### config.mk
export PLATFORM = sky130hd
export DESIGN_NAME = exu_result_stage
export DESIGN_NICKNAME = d
export VERILOG_FILES = /design/src/rtl/exu_result_stage_pkg.sv /design/src/rtl/exu_result_stage_skid_buffer.sv /design/src/rtl/exu_result_stage.sv
export SDC_FILE = /design/constraint.sdc
export NUM_CORES = 1
export LEC_CHECK = 0
export BUFFER_PORTS_ARGS = -buffer_cell sky130_fd_sc_hd__buf_4
export CAP_MARGIN = 20
export CORE_MARGIN = 4
export CORE_UTILIZATION = 34
export CTS_CLUSTER_SIZE = 40
export DETAILED_ROUTE_END_ITERATION = 8
export HOLD_SLACK_MARGIN = 0.12
export PLACE_DENSITY = 0.71
export SYNTH_ARGS = -nofsm -noshare
export SYNTH_HDL_FRONTEND = slang
export SYNTH_SLANG_ARGS = --single-unit
export TNS_END_PERCENT = 100
### constraint.sdc
create_clock -name clk -period 2.55 [get_ports clk]
set_input_delay 0.3825 -clock clk [delete_from_list [all_inputs] [get_ports clk]]
set_output_delay 0.3825 -clock clk [all_outputs]
set_load 0.05 [all_outputs]
### src/rtl/exu_result_stage_pkg.sv
// Shared execute-lane types: branch kinds and the writeback payload.
package srv_defs;

    localparam int XLEN = 32;

    typedef enum logic [3:0] {
        NONE, BEQ, BNE, BLT, BGE, BLTU, BGEU, JAL, JALR
    } br_type_t;

    typedef struct packed {
        logic [XLEN-1:0] res;
        logic [4:0]      rd;
        logic            we;
    } exu_out_t;

endpackage

### src/rtl/exu_result_stage_skid_buffer.sv
// Two-entry skid buffer, generic payload. in_ready comes straight from a flop,
// so downstream back-pressure never reaches the producer combinationally.
module skid_buffer #(
    parameter type T = logic [7:0]
) (
    input  logic clk,
    input  logic rst,
    input  logic flush,
    input  logic in_valid,
    output logic in_ready,
    input  T     in_data,
    output logic out_valid,
    input  logic out_ready,
    output T     out_data
);

    logic main_valid, skid_valid;
    T     main_data, skid_data;
    logic accept, drain;

    assign in_ready  = ~skid_valid;
    assign accept    = in_valid & ~skid_valid & ~flush;
    assign drain     = main_valid & out_ready;
    assign out_valid = main_valid;
    assign out_data  = main_data;

    always_ff @(posedge clk) begin
        if (rst) begin
            main_valid <= 1'b0;
            skid_valid <= 1'b0;
            main_data  <= '0;
            skid_data  <= '0;
        end else if (flush) begin
            main_valid <= 1'b0;
            skid_valid <= 1'b0;
        end else if (drain) begin
            // skid and accept are exclusive: accept needs skid empty
            if (skid_valid) begin
                main_data  <= skid_data;
                skid_valid <= 1'b0;
            end else if (accept) begin
                main_data  <= in_data;
            end else begin
                main_valid <= 1'b0;
            end
        end else if (accept) begin
            if (!main_valid) begin
                main_valid <= 1'b1;
                main_data  <= in_data;
            end else begin
                skid_valid <= 1'b1;
                skid_data  <= in_data;
            end
        end
    end

endmodule

### src/rtl/exu_result_stage.sv
// Execute-lane result stage: branch resolution, registered redirect, skid-buffered
// writeback. Define SRV_BRANCH_STATS_EN to build the saturating branch counters.
module exu_result_stage
    import srv_defs::*;
#(
    parameter int PC_W = 32
) (
    input  logic            clk,
    input  logic            rst,
    input  logic            flush,
    input  logic            in_valid,
    output logic            in_ready,
    input  logic [31:0]     alu_res,
    input  logic            alu_eq,
    input  logic            alu_lt,
    input  br_type_t        br_type,
    input  logic [PC_W-1:0] pc,
    input  logic [PC_W-1:0] br_target,
    input  logic            pred_taken,
    input  logic [4:0]      rd,
    input  logic            rd_we,
    output logic            out_valid,
    input  logic            out_ready,
    output logic [31:0]     out_res,
    output logic [4:0]      out_rd,
    output logic            out_we,
    output logic            redirect,
    output logic [PC_W-1:0] redirect_pc,
    output logic [31:0]     stat_branches,
    output logic [31:0]     stat_mispredicts
);

    logic            taken, is_jump, accept, mispredict;
    logic [PC_W-1:0] link, target;
    exu_out_t        wb_in, wb_out;

    always_comb begin
        taken = 1'b0;
        case (br_type)
            BEQ:       taken = alu_eq;
            BNE:       taken = ~alu_eq;
            BLT, BLTU: taken = alu_lt;
            BGE, BGEU: taken = ~alu_lt;
            JAL, JALR: taken = 1'b1;
            default:   taken = 1'b0;
        endcase
    end

    assign is_jump    = (br_type == JAL) || (br_type == JALR);
    assign link       = pc + PC_W'(4);
    assign target     = (br_type == JALR) ? PC_W'({alu_res[31:1], 1'b0}) : br_target;
    assign accept     = in_valid & in_ready & ~flush;
    assign mispredict = accept & (br_type != NONE) & (taken != pred_taken);

    assign wb_in.res = is_jump ? 32'(link) : alu_res;
    assign wb_in.rd  = rd;
    assign wb_in.we  = rd_we;

    skid_buffer #(.T(exu_out_t)) u_skid (
        .clk       (clk),
        .rst       (rst),
        .flush     (flush),
        .in_valid  (in_valid),
        .in_ready  (in_ready),
        .in_data   (wb_in),
        .out_valid (out_valid),
        .out_ready (out_ready),
        .out_data  (wb_out)
    );

    assign out_res = wb_out.res;
    assign out_rd  = wb_out.rd;
    assign out_we  = wb_out.we;

    // Redirect ignores writeback stalls; it fires on acceptance, not on drain.
    always_ff @(posedge clk) begin
        if (rst) begin
            redirect    <= 1'b0;
            redirect_pc <= '0;
        end else begin
            redirect <= mispredict;
            if (mispredict)
                redirect_pc <= taken ? target : link;
        end
    end

`ifdef SRV_BRANCH_STATS_EN
    logic [31:0] n_br, n_mp;

    always_ff @(posedge clk) begin
        if (rst) begin
            n_br <= '0;
            n_mp <= '0;
        end else begin
            if (accept && br_type != NONE && n_br != 32'hFFFF_FFFF)
                n_br <= n_br + 32'd1;
            if (mispredict && n_mp != 32'hFFFF_FFFF)
                n_mp <= n_mp + 32'd1;
        end
    end

    assign stat_branches    = n_br;
    assign stat_mispredicts = n_mp;
`else
    assign stat_branches    = '0;
    assign stat_mispredicts = '0;
`endif

endmodule
==> summary.md, run 1 <==
The flow ran to the end, and the final reports show no timing, DRC or antenna violations. STA classifies the critical path endpoint as a flip-flop. 251 I/O pins were placed. In this run the tool buffered the top-level ports with 186 buffer cells. Counting every instance in the synthesized netlist gives 861.

Dividing the final minimum period by the clock period gives 90.7%. Across the VDD grid, the largest voltage drop is 0.305 mV. Total track usage: 20.1%.

For the pin with the worst max-slew slack, the measured transition is 0.631 ns. Counting the buffers created by CTS gives 9. For the final database, setup skew stands at 0.00619 ns.

The antenna diode count was 0; the final number of max-transition violations was 0. The post-CTS clock slew at the launch and capture registers of the worst setup and hold paths is 0.08 ns, and the row count is 50. The number of hold buffers added after CTS was 0. Data on the critical path arrives at its endpoint at 2.59 ns. Setup repair after global routing left no endpoint under its margin. The logs give 1620 uW for the switching power and 31.2% for the part of the power in the clock network.

Of the cells placed in the final design, the portion with a size suffix greater than 1 is 25.2%. The floorplan step defined a die boundary enclosing 21200 um^2. The areal power density over the cells came out at 546 nW/um^2. In this run, post-CTS repair resized a total of 0 instances.

The count of routing violations after the opening detailed-route iteration was 443; the routed via count divided by cell count was 5.25. The tools report the pin count of the biggest net entering global routing as 66. The first detailed-routing pass took 6 iterations. In this run, flip-flops and latches consume 40.7% of the power. The commonest register cell after synthesis was sky130_fd_sc_hd__dfxtp_1.

The most frequent standard cell in the layout excluding fill and tap cells was sky130_fd_sc_hd__buf_4. The final number of hold-violating endpoints is 0. Relative to the synthesized area, the layout overhead comes to 29.6%.

The remaining number of nets flagged by the antenna check after routing came out at 0. In the layout the commonest cells are sky130_fd_sc_hd__buf_4, sky130_fd_sc_hd__nand2_1, sky130_fd_sc_hd__dfxtp_1. The number of enable flip-flop cells after synthesis was 0. The clock passes through at most 2 buffers. TritonCTS built the clock tree. The floorplan die height works out to 146 um. The sum of negative setup slack is 0 ns, and the clock latency on the worst-skew pair is 0.36 ns. Summed over all layers, the global routing overflow is 0. The via count of the first global-routing pass is 6169, and the clock net sink count is 111. During synthesis, Yosys emitted a total of 0 warnings. At the end of routability-driven placement, the weighted congestion stood at 0.939.

The first global-routing pass estimated 34.3 mm of wire. The placed wire-length estimate after detailed placement came out at 17.0 mm. Timing would allow up to 0.432 GHz. The finished cells cover 8330 um^2. Cell internal power was estimated by the tool at 2930 uW.

The worst setup path is launched from an input pin. Counting I/O delays and the setup requirement, the final critical path takes 2.31 ns. The routed layout has 6662 vias. In this run, synthesis produced a sequential element count of 111. After synthesis, the mean cell area works out to 7.47 um^2. The die span in x came out at 146 um.

Highest fanout seen on the critical path: 7. The max-capacitance violation count is 0, and the number of H-tree levels is 3. Setup violations remaining at the end of the flow were counted as 0.

The logs give 0.00337 uW for the leakage power summed over all cells and 53 for the number of library cell types mapped by synthesis. The remaining design rule violation count is 0, and the area of the core is 18600 um^2. After detailed placement, the total cell area comes to 8040 um^2.

Class of the tightest hold or removal check: input pin to flip-flop. The initial antenna violation count was 0. For this configuration, the core starts out at a cell density of 34.5%. STA puts the critical path data required time at 2.83 ns. Summed over all layers, the routed wires come to 22.4 mm.

After synthesis the cells add up to 6430 um^2. Of the total power, the share spent switching nets is 35.6%. The final layout contains 1146 nets. The tree is rooted in a sky130_fd_sc_hd__clkbuf_16.

The tools report the combinational group share of total power as 28.2%. The number of buffers inserted to repair setup after CTS is 0, and the detail-routed net length per standard cell is 17.7 um. The worst pin sits at a relative slew slack of 57.8%.

Async set or reset register ratio after synthesis: 0%. Classification of the worst setup path: input pin to flip-flop. Sequential cells were found to cover 34.6% of the synthesized design area.
registers in the layout, indices dropped and copies added (netlist names):
name / cells
u_skid.out_data: 38
u_skid.skid_data: 38
redirect_pc: 32
redirect: 1
u_skid.out_valid: 1
u_skid.skid_valid: 1
final cells by class:
class                   instances  area, um^2
clock buffers                  11         253
clock inverters                 5        41.3
fillers                      1903       10300
well taps                     234         293
flip-flops and latches        111        2220
multi-input cells             676        3700
repair buffers                225        1790
inverters                       8        30.0
power groups by stage:
stage	logic, uW	clock network [uW]	registers (uW)
floorplan	650	0	2120
global placement	1270	0	1890
detailed placement	1270	0	1890
CTS	1280	1460	1850
global route	1360	1520	1860
finish	1280	1420	1850
final timing paths:
kind	startpoint	to	slack, ns	cells after the start
worst max-delay path	pc[2]	u_skid.out_data[34]	0.24	9
worst min-delay path	flush	u_skid.out_valid	0.25	2
worst max register to register	u_skid.skid_valid	redirect_pc[29]	0.34	7
worst min register to register	u_skid.skid_data[5]	u_skid.skid_data[5]	0.46	2
cell families (layout without fill, tap and decap cells):
| logic type | count (synthesis) | count (layout) | synth area share [%] |
|---|---|---|---|
| AOI/OAI and AO/OA | 205 | 205 | 20.2 |
| xor gates and xnor gates | 19 | 19 | 2.59 |
| adders and majority gates | 1 | 1 | 0.195 |
| buffers and inverters | 137 | 249 | 11.9 |
| DFF | 111 | 111 | 34.6 |
| muxes | 37 | 37 | 5.84 |
| other | 1 | 64 | 0.0583 |
| and+or+nand+nor | 350 | 350 | 24.7 |
through the flow:
step	worst slack (ns)	hold WS, ns	utilization (%)	total power (uW)	std cells
final	0.238	0.251	44.7	4550	1270
after detailed placement	-0.0678	0.447	43.1	3170	1254
after floorplan	0.158	0.437	-	2770	924
after CTS	0.296	0.237	44.7	4580	1270
after global routing	0.146	0.246	44.7	4740	1270
after global placement	-0.0177	0.442	43.1	3160	1254
worst max-delay path, stage by stage:
cell and delay, ns:
sky130_fd_sc_hd__buf_4 0.11, sky130_fd_sc_hd__ha_1 0.20, sky130_fd_sc_hd__nand3_2 0.09, sky130_fd_sc_hd__or4_1 0.65
sky130_fd_sc_hd__buf_4 0.20, sky130_fd_sc_hd__nor4_2 0.28, sky130_fd_sc_hd__xnor2_1 0.15, sky130_fd_sc_hd__a211o_1 0.33
sky130_fd_sc_hd__a211oi_2 0.19
per-layer routing:
metal	vias up	share of wire [%]	track usage [%]
met5	-	0	0
li1	3234	-	-
met4	0	2.3	6.41
met3	33	7.9	4.27
met1	3107	45	28.0
met2	288	45	31.3
Yosys cell counts, drive strengths merged (5+ instances only):
| library cell | instances | area (um^2) |
|---|---|---|
| dfxtp | 111 | 2220 |
| nor4 | 7 | 50.1 |
| o211ai | 6 | 45.0 |
| and3 | 5 | 31.3 |
| a311oi | 14 | 123 |
| o21ai | 20 | 100 |
| a211o | 13 | 114 |
| xor2 | 5 | 43.8 |
| buf | 80 | 554 |
| nand2 | 144 | 541 |
| or3 | 7 | 43.8 |
| nand3 | 42 | 215 |
| a21oi | 92 | 464 |
| nor3 | 16 | 90.1 |
| clkbuf | 49 | 184 |
| or4 | 9 | 67.6 |
| mux2i | 33 | 330 |
| nand4 | 7 | 43.8 |
| xnor2 | 14 | 123 |
| inv | 8 | 30.0 |
| a211oi | 44 | 340 |
| a31oi | 7 | 43.8 |
| nor2 | 93 | 352 |
Power figures use the tool's default switching activity.
==> run 2: changes to the inputs <==
- CORE_ASPECT_RATIO: not set -> 0.7
==> run 2 against run 1 <==
Final cell count decreased by 0.31%. Clock power rose by 12%. First-iteration DRC count rose by 33%. Die area increased by 0.16%. Worst hold slack gained 0.013 ns. Critical path depth shrank 2. Largest power group unchanged.
==> summary.md, run 2 (synthesized netlist as in run 1, its figures left out) <==
Combinational logic burns 27.4% of the power. The flow ran to the end, and the final reports show no timing, DRC or antenna violations. After layout, the worst path uses 89.0% of the clock period. After floorplanning, the core was divided into 41 placement rows. The pin count of the biggest net entering global routing is 46. The worst setup path is launched from a flip-flop. For this design the ratio of total power to cell area is 570 nW/um^2. In this run, post-CTS repair resized a total of 0 instances. Leaving out fill and tap cells, the most frequent cell in the layout is sky130_fd_sc_hd__buf_4. The number of antenna diodes in the final layout is 0.

The run gives 45.4% as the end-of-flow core utilization. The run gives 6094 as the via count of the first global-routing pass. The tools report the launch point of the worst reg-to-reg path as u_skid.skid_valid. The analysis attributes to net switching a power of 1660 uW. The routed wire length is 23.5 mm. The logs give 0 for the number of buffers inserted to repair setup after CTS and 3080 uW for the design internal power.

The worst hold path belongs to the class input pin to flip-flop. At the end of routability-driven placement, the weighted congestion stood at 0.965. The analysis attributes to cell leakage a power of 0.00336 uW. The tools report the number of H-tree levels as 3.

Terminus of the critical flop-to-flop path: redirect_pc[27]. For this run, design rule violations remaining after detail routing come to 0. The initial antenna violation count was 0; the worst-case reg-to-reg path depth was 7.

The worst path needs 2.27 ns of the cycle, external delays included. Endpoint with the worst hold slack: u_skid.out_valid. The maximum clock frequency is 0.441 GHz, and the flop-to-flop setup slack is 0.28 ns. The signal on the critical path passes through nand2b_1 -> or4_1 -> a21oi_1 -> or2_1 -> buf_12 -> nand2_1 -> o22ai_1. Port buffering added 186 buffers. The max-capacitance violation count was 0. The area enclosed by the die boundary was 21200 um^2. Kind of capture point of the worst setup path: a flip-flop. Global routing used 21.0% of the available tracks.

Measured along the x axis, the die boundary spans 172 um. The setup-violating endpoint count in the final report is 0. The top cell types in the final layout, fill and taps aside, are sky130_fd_sc_hd__buf_4, sky130_fd_sc_hd__nand2_1, sky130_fd_sc_hd__dfxtp_1. Data on the critical path is required at its endpoint by 2.84 ns. After clock tree synthesis, the clock-pin slew on the worst setup and hold paths is 0.08 ns. Number of cells on the worst hold path: 2. The ratio of cells with drive above 1 in the final layout was 24.8%. The initial utilization of the core area, before any placement, comes to 35.1%.

The final number of max-transition violations was 0; the number of primary I/O pins was 251. The worst path arrival time was 2.56 ns. At the pin with the least slew margin, the transition time is 0.768 ns. The maximum vdd ir drop is 0.276 mV, and the total via count after detailed routing is 6759. Clock tree synthesis selected as its root buffer the cell sky130_fd_sc_hd__clkbuf_16. The routed via count divided by cell count came out at 5.34. Registers are responsible for 39.1% of the overall power. The total area inside the core boundary comes to 18300 um^2. For this run the aggregate overflow at the end of global routing stands at 0. Hold repair after CTS inserted 0 buffers. The slowest stage of the critical path is the sky130_fd_sc_hd__or4_1 cell.

The area growth from synthesis to final layout is 29.3%. TritonCTS built the clock tree. The logs give 7 for the length of the first detailed-routing pass in iterations and 0.0111 ns for the setup clock skew after layout. The highest fanout seen on the critical path came out at 31. The worst hold path begins at flush. The peak per-stage delay on the critical path works out to 0.52 ns.

The logs give 1140 for the count of nets after finishing and 33.6% for the part of the power in the clock network. The first global-routing pass estimated 34.7 mm of wire. The clock net sink count was 111. The remaining number of nets flagged by the antenna check after routing was 0; the final number of hold-violating endpoints was 0.

For the worst-skew pair, the clock arrives at the later sink with an insertion delay of 0.36 ns. The detail-routed net length per standard cell came out at 18.6 um. The maximum clock path buffer count was 2; the floorplan die height was 123 um.

For the number of CTS-inserted buffers, the log shows 9. Setup repair after global routing left no endpoint under its margin. For this block, the initial DRC count from the detailed router was 589.

The switching fraction of total power came out at 34.9%. Once detailed placement completed, the half-perimeter wirelength came to 17.8 mm. The worst pin sits at a relative slew slack of 48.7%.

The critical path is of the flip-flop to flip-flop type. Overall power consumption after layout is estimated at 4740 uW.
==> run 2: cell count changes in the layout (fill, tap and decap cells not counted), sizes merged <==
cell / previous run / this run
buf: 225 / 219
bufinv: 0 / 2
clkbuf: 11 / 9
clkinvlp: 2 / 0
inv: 9 / 11
==> run 2: routing by layer <==
layer  global-route usage [%]  vias to the layer above  share of wire (%)
met5                        0                        -                  0
met4                     3.78                        0                1.6
met3                     6.97                       24                 11
met2                     31.2                      360                 44
met1                     30.0                     3152                 44
li1                         -                     3223                  -
==> run 2: how the worst max path moves through the flow <==
stage | depth (start not counted) | to | slack (ns) | startpoint
2_1_floorplan | 8 | u_skid.skid_data[28] | 0.16 | pc[2]
3_3_place_gp | 7 | u_skid.skid_data[28] | 0.02 | pc[8]
3_5_place_dp | 7 | u_skid.skid_data[28] | -0.01 | pc[8]
4_1_cts | 7 | redirect_pc[31] | 0.32 | u_skid.skid_valid
5_1_grt | 7 | redirect_pc[24] | 0.08 | u_skid.skid_valid
6_report | 7 | redirect_pc[27] | 0.28 | u_skid.skid_valid
==> run 2: final cells by class <==
| cell class | count | area (um^2) |
|---|---|---|
| Tap cell | 236 | 295 |
| Clock buffer | 9 | 225 |
| Inverter | 8 | 30.0 |
| Fill cell | 1850 | 10000 |
| Clock inverter | 7 | 104 |
| Multi-Input combinational cell | 676 | 3700 |
| Sequential cell | 111 | 2220 |
| Timing Repair Buffer | 219 | 1730 |
==> run 2: power by group through the flow <==
stage,Clock (uW),Combinational [uW],Sequential (uW)
2_1_floorplan,0,650,2120
3_3_place_gp,0,1280,1890
3_5_place_dp,0,1290,1890
4_1_cts,1620,1290,1850
5_1_grt,1680,1380,1860
6_report,1590,1300,1850
==> run 2: metrics by stage <==
stage	instance area, um^2	worst slack, ns	hold WS [ns]	instances	setup TNS, ns
final	8310	0.281	0.264	1266	0
after global routing	8310	0.0760	0.265	1266	0
after CTS	8310	0.316	0.244	1266	0
after detailed placement	7980	-0.0139	0.447	1250	-0.0139
after global placement	7980	0.0231	0.443	1250	0
after floorplan	6670	0.158	0.437	924	0
==> run 2: worst max-delay path: cells and delay by family (launching register included) <==
family / cells / cell delay, ns
AND/OR/NAND/NOR: 4 / 1.18
AO/OA/AOI/OAI: 2 / 0.43
buffers and inverters: 1 / 0.20
flip-flops: 1 / 0.36
==> run 3: changes to the inputs <==
- clock period: 2.55 -> 2 ns (I/O delays scaled with it)
==> run 3 against run 2 <==
Final cell count rose by 5.9%. Critical path depth did not move. Non-clock buffer count rose by 75. Flip-flop and latch count did not move. Register-to-register slack got worse by 0.15 ns. Routed wire length rose by 1.9%.
==> summary.md, run 3 (synthesized netlist as in run 1, its figures left out) <==
Timing analysis after detailed placement gives a worst setup slack of -0.388 ns. The startpoint class of the critical path was an input pin. The tools report the final number of max-transition violations as 0. The die is 172 um wide. The remaining number of nets flagged by the antenna check after routing was 0; the number of H-tree levels was 3. The floorplan die height works out to 123 um. The number of antenna diodes in the final layout is 0. Final critical-path required period: 1.96 ns. The flow ran to the end, and the final reports show no timing, DRC or antenna violations.

The minimum setup slack in the final design is 0.0373 ns, and the end-of-flow core utilization is 49.0%. The initial antenna violation count was 0; the length of the first detailed-routing pass in iterations was 5. The run gives 7069 as the total via count after detailed routing.

The met1 layer wirelength in the final routing was 10.2 mm; the post-CTS clock slew at the launch and capture registers of the worst setup and hold paths was 0.07 ns. Summed over all nets, wire length on met2 after detailed routing comes to 10.7 mm. Leaving out fill and tap cells, the most frequent cell in the layout is sky130_fd_sc_hd__buf_4. The number of buffers and inverters on the critical path is 1. After routing, the total negative slack on setup checks comes to 0 ns. Entering global routing, the biggest net connects 44 pins.

The via count of the first global-routing pass was 6429. The slew at the pin closest to its max-slew limit came out at 0.649 ns. The logs give 0 for the total overflow reported by the global router and 0.36 ns for the clock latency on the worst-skew pair. The worst hold path begins at rd[0].

Summing internal, switching and leakage power gives 6020 uW. In the layout the commonest cells are sky130_fd_sc_hd__buf_4, sky130_fd_sc_hd__nand2_1, sky130_fd_sc_hd__dfxtp_1. For this run, the post-layout net count is 1215.

In the finished design, the share of the clock period the worst path needs comes to 98.1%. The detailed router used layers up to and including met4. The post-route netlist has 31.0% of its cells at a drive strength greater than 1. The maximum clock path buffer count was 2; the count of routing violations after the opening detailed-route iteration was 771. Setup repair after global routing could not meet its margin everywhere. In this run the register-to-register setup slack is 0.13 ns. Setup-violating endpoint count in the final report: 0. The number of port buffers is 186, and the leakage power summed over all cells is 0.00376 uW. Between clock sinks in the finished design, the worst skew comes to 0.0110 ns.

For the worst path arrival time, the log shows 2.26 ns. The initial utilization of the core area, before any placement, comes to 35.1%. For this run, design rule violations remaining after detail routing come to 0.

Among cell families on the critical path, the largest total delay comes from simple AND/OR/NAND/NOR gates. The amount of wire on met3 after detailed routing was 2.78 mm; the post-route non-filler standard cell count was 1341. Launch point of the worst reg-to-reg path: u_skid.skid_valid. The tools report the kind of capture point of the worst setup path as a flip-flop. Counting tap cells, the placed design contains a total of 1325 instances. The area enclosed by the die boundary is 21200 um^2. For this run, the slowest stage of the critical path takes 0.66 ns. TritonCTS built the clock tree.

The worst-case reg-to-reg path depth works out to 8. The final number of hold-violating endpoints is 0, and the number of primary I/O pins is 251. The detail-routed net length per standard cell is 17.9 um, and the total track usage is 21.8%. The areal power density over the cells is 670 nW/um^2, and the number of buffers inserted to repair setup after CTS is 0. Detailed placement finished with a half-perimeter wire length of 18.7 mm. The routed wire length came out at 24.0 mm. Walking the worst path, the cells encountered are buf_4 -> nand4_1 -> or4_4 -> or3_4 -> and3_1 -> or3_1 -> a21oi_2. Compared with the post-synthesis result, the final layout area differs by 39.6%.

The run gives 2.30 ns as the data required time of the worst path. The cell at the slowest stage of the critical path is sky130_fd_sc_hd__or4_4. Terminus of the critical flop-to-flop path: redirect_pc[17]. The tools report the cell at the root of the clock tree as sky130_fd_sc_hd__clkbuf_16. The endpoint with the worst hold slack was u_skid.skid_data[1].

The highest fanout seen on the critical path was 7. By startpoint and endpoint, the worst setup path is classified as input pin to flip-flop. The maximum vdd ir drop is 0.400 mV, and the area of the core is 18300 um^2. The first-pass GRT wire length was 35.8 mm. In this run the worst hold path is classified as input pin to flip-flop.

Counting instances, the worst hold path has a depth of 3. The tools report the maximum clock frequency as 0.509 GHz. The max-capacitance violation count was 0. The routed via count divided by cell count is 5.27, and the worst max-slew margin expressed relative to the limit is 56.7%.

Counting the buffers created by CTS gives 9. The clock net sink count is 111, and the row count is 41. The final RePlAce weighted congestion is 0.999.
## run 3: report_power, final
part	internal (uW)	switching, uW	total [uW]	leakage [uW]
logic	617	1180	1790	0.00271
registers	2300	58.5	2360	0.000904
clock network	1000	858	1860	0.000144
total	3920	2090	6020	0.00376
## run 3: layout make-up
cell class | instances | area, um^2
Clock buffer | 10 | 239
Multi-Input combinational cell | 676 | 3770
Fill cell | 1794 | 9330
Sequential cell | 111 | 2220
Clock inverter | 6 | 60.1
Tap cell | 236 | 295
Timing Repair Buffer | 294 | 2360
Inverter | 8 | 30.0
## run 3: how the worst max path moves through the flow
stage / end / from / slack [ns] / depth (start not counted)
finish: u_skid.skid_data[28] / pc[8] / 0.04 / 7
detailed placement: u_skid.skid_data[28] / pc[5] / -0.39 / 7
floorplan: u_skid.out_data[27] / pc[5] / -0.09 / 8
CTS: u_skid.out_data[36] / pc[5] / 0.03 / 8
global route: u_skid.out_data[22] / pc[7] / -0.01 / 8
global placement: u_skid.skid_data[28] / pc[5] / -0.36 / 7
## run 3: metal layers
layer	vias up	global-route usage (%)
met5	-	0
met4	0	4.12
met3	17	6.87
met2	347	34.2
met1	3330	29.8
li1	3375	-
## run 3: worst reg2reg max path: stages (launching register included)
cell,delay (ns)
sky130_fd_sc_hd__dfxtp_1,0.31
sky130_fd_sc_hd__nand2b_1,0.16
sky130_fd_sc_hd__or4_1,0.50
sky130_fd_sc_hd__a21oi_2,0.14
sky130_fd_sc_hd__or2_1,0.18
sky130_fd_sc_hd__buf_12,0.18
sky130_fd_sc_hd__buf_12,0.14
sky130_fd_sc_hd__nand3_1,0.08
sky130_fd_sc_hd__a21oi_1,0.12
## run 3: metrics by stage
step	hold WS, ns	area (um^2)
global placement	0.443	8620
global route	0.185	8980
floorplan	0.371	6700
CTS	0.177	8930
detailed placement	0.447	8620
finish	0.191	8980
## run 3: timing repair
action,4_1_cts,5_1_grt
pin swaps,0,1
gates resized for setup,1,12
endpoints found under the setup margin,1,28
hold buffers,0,0
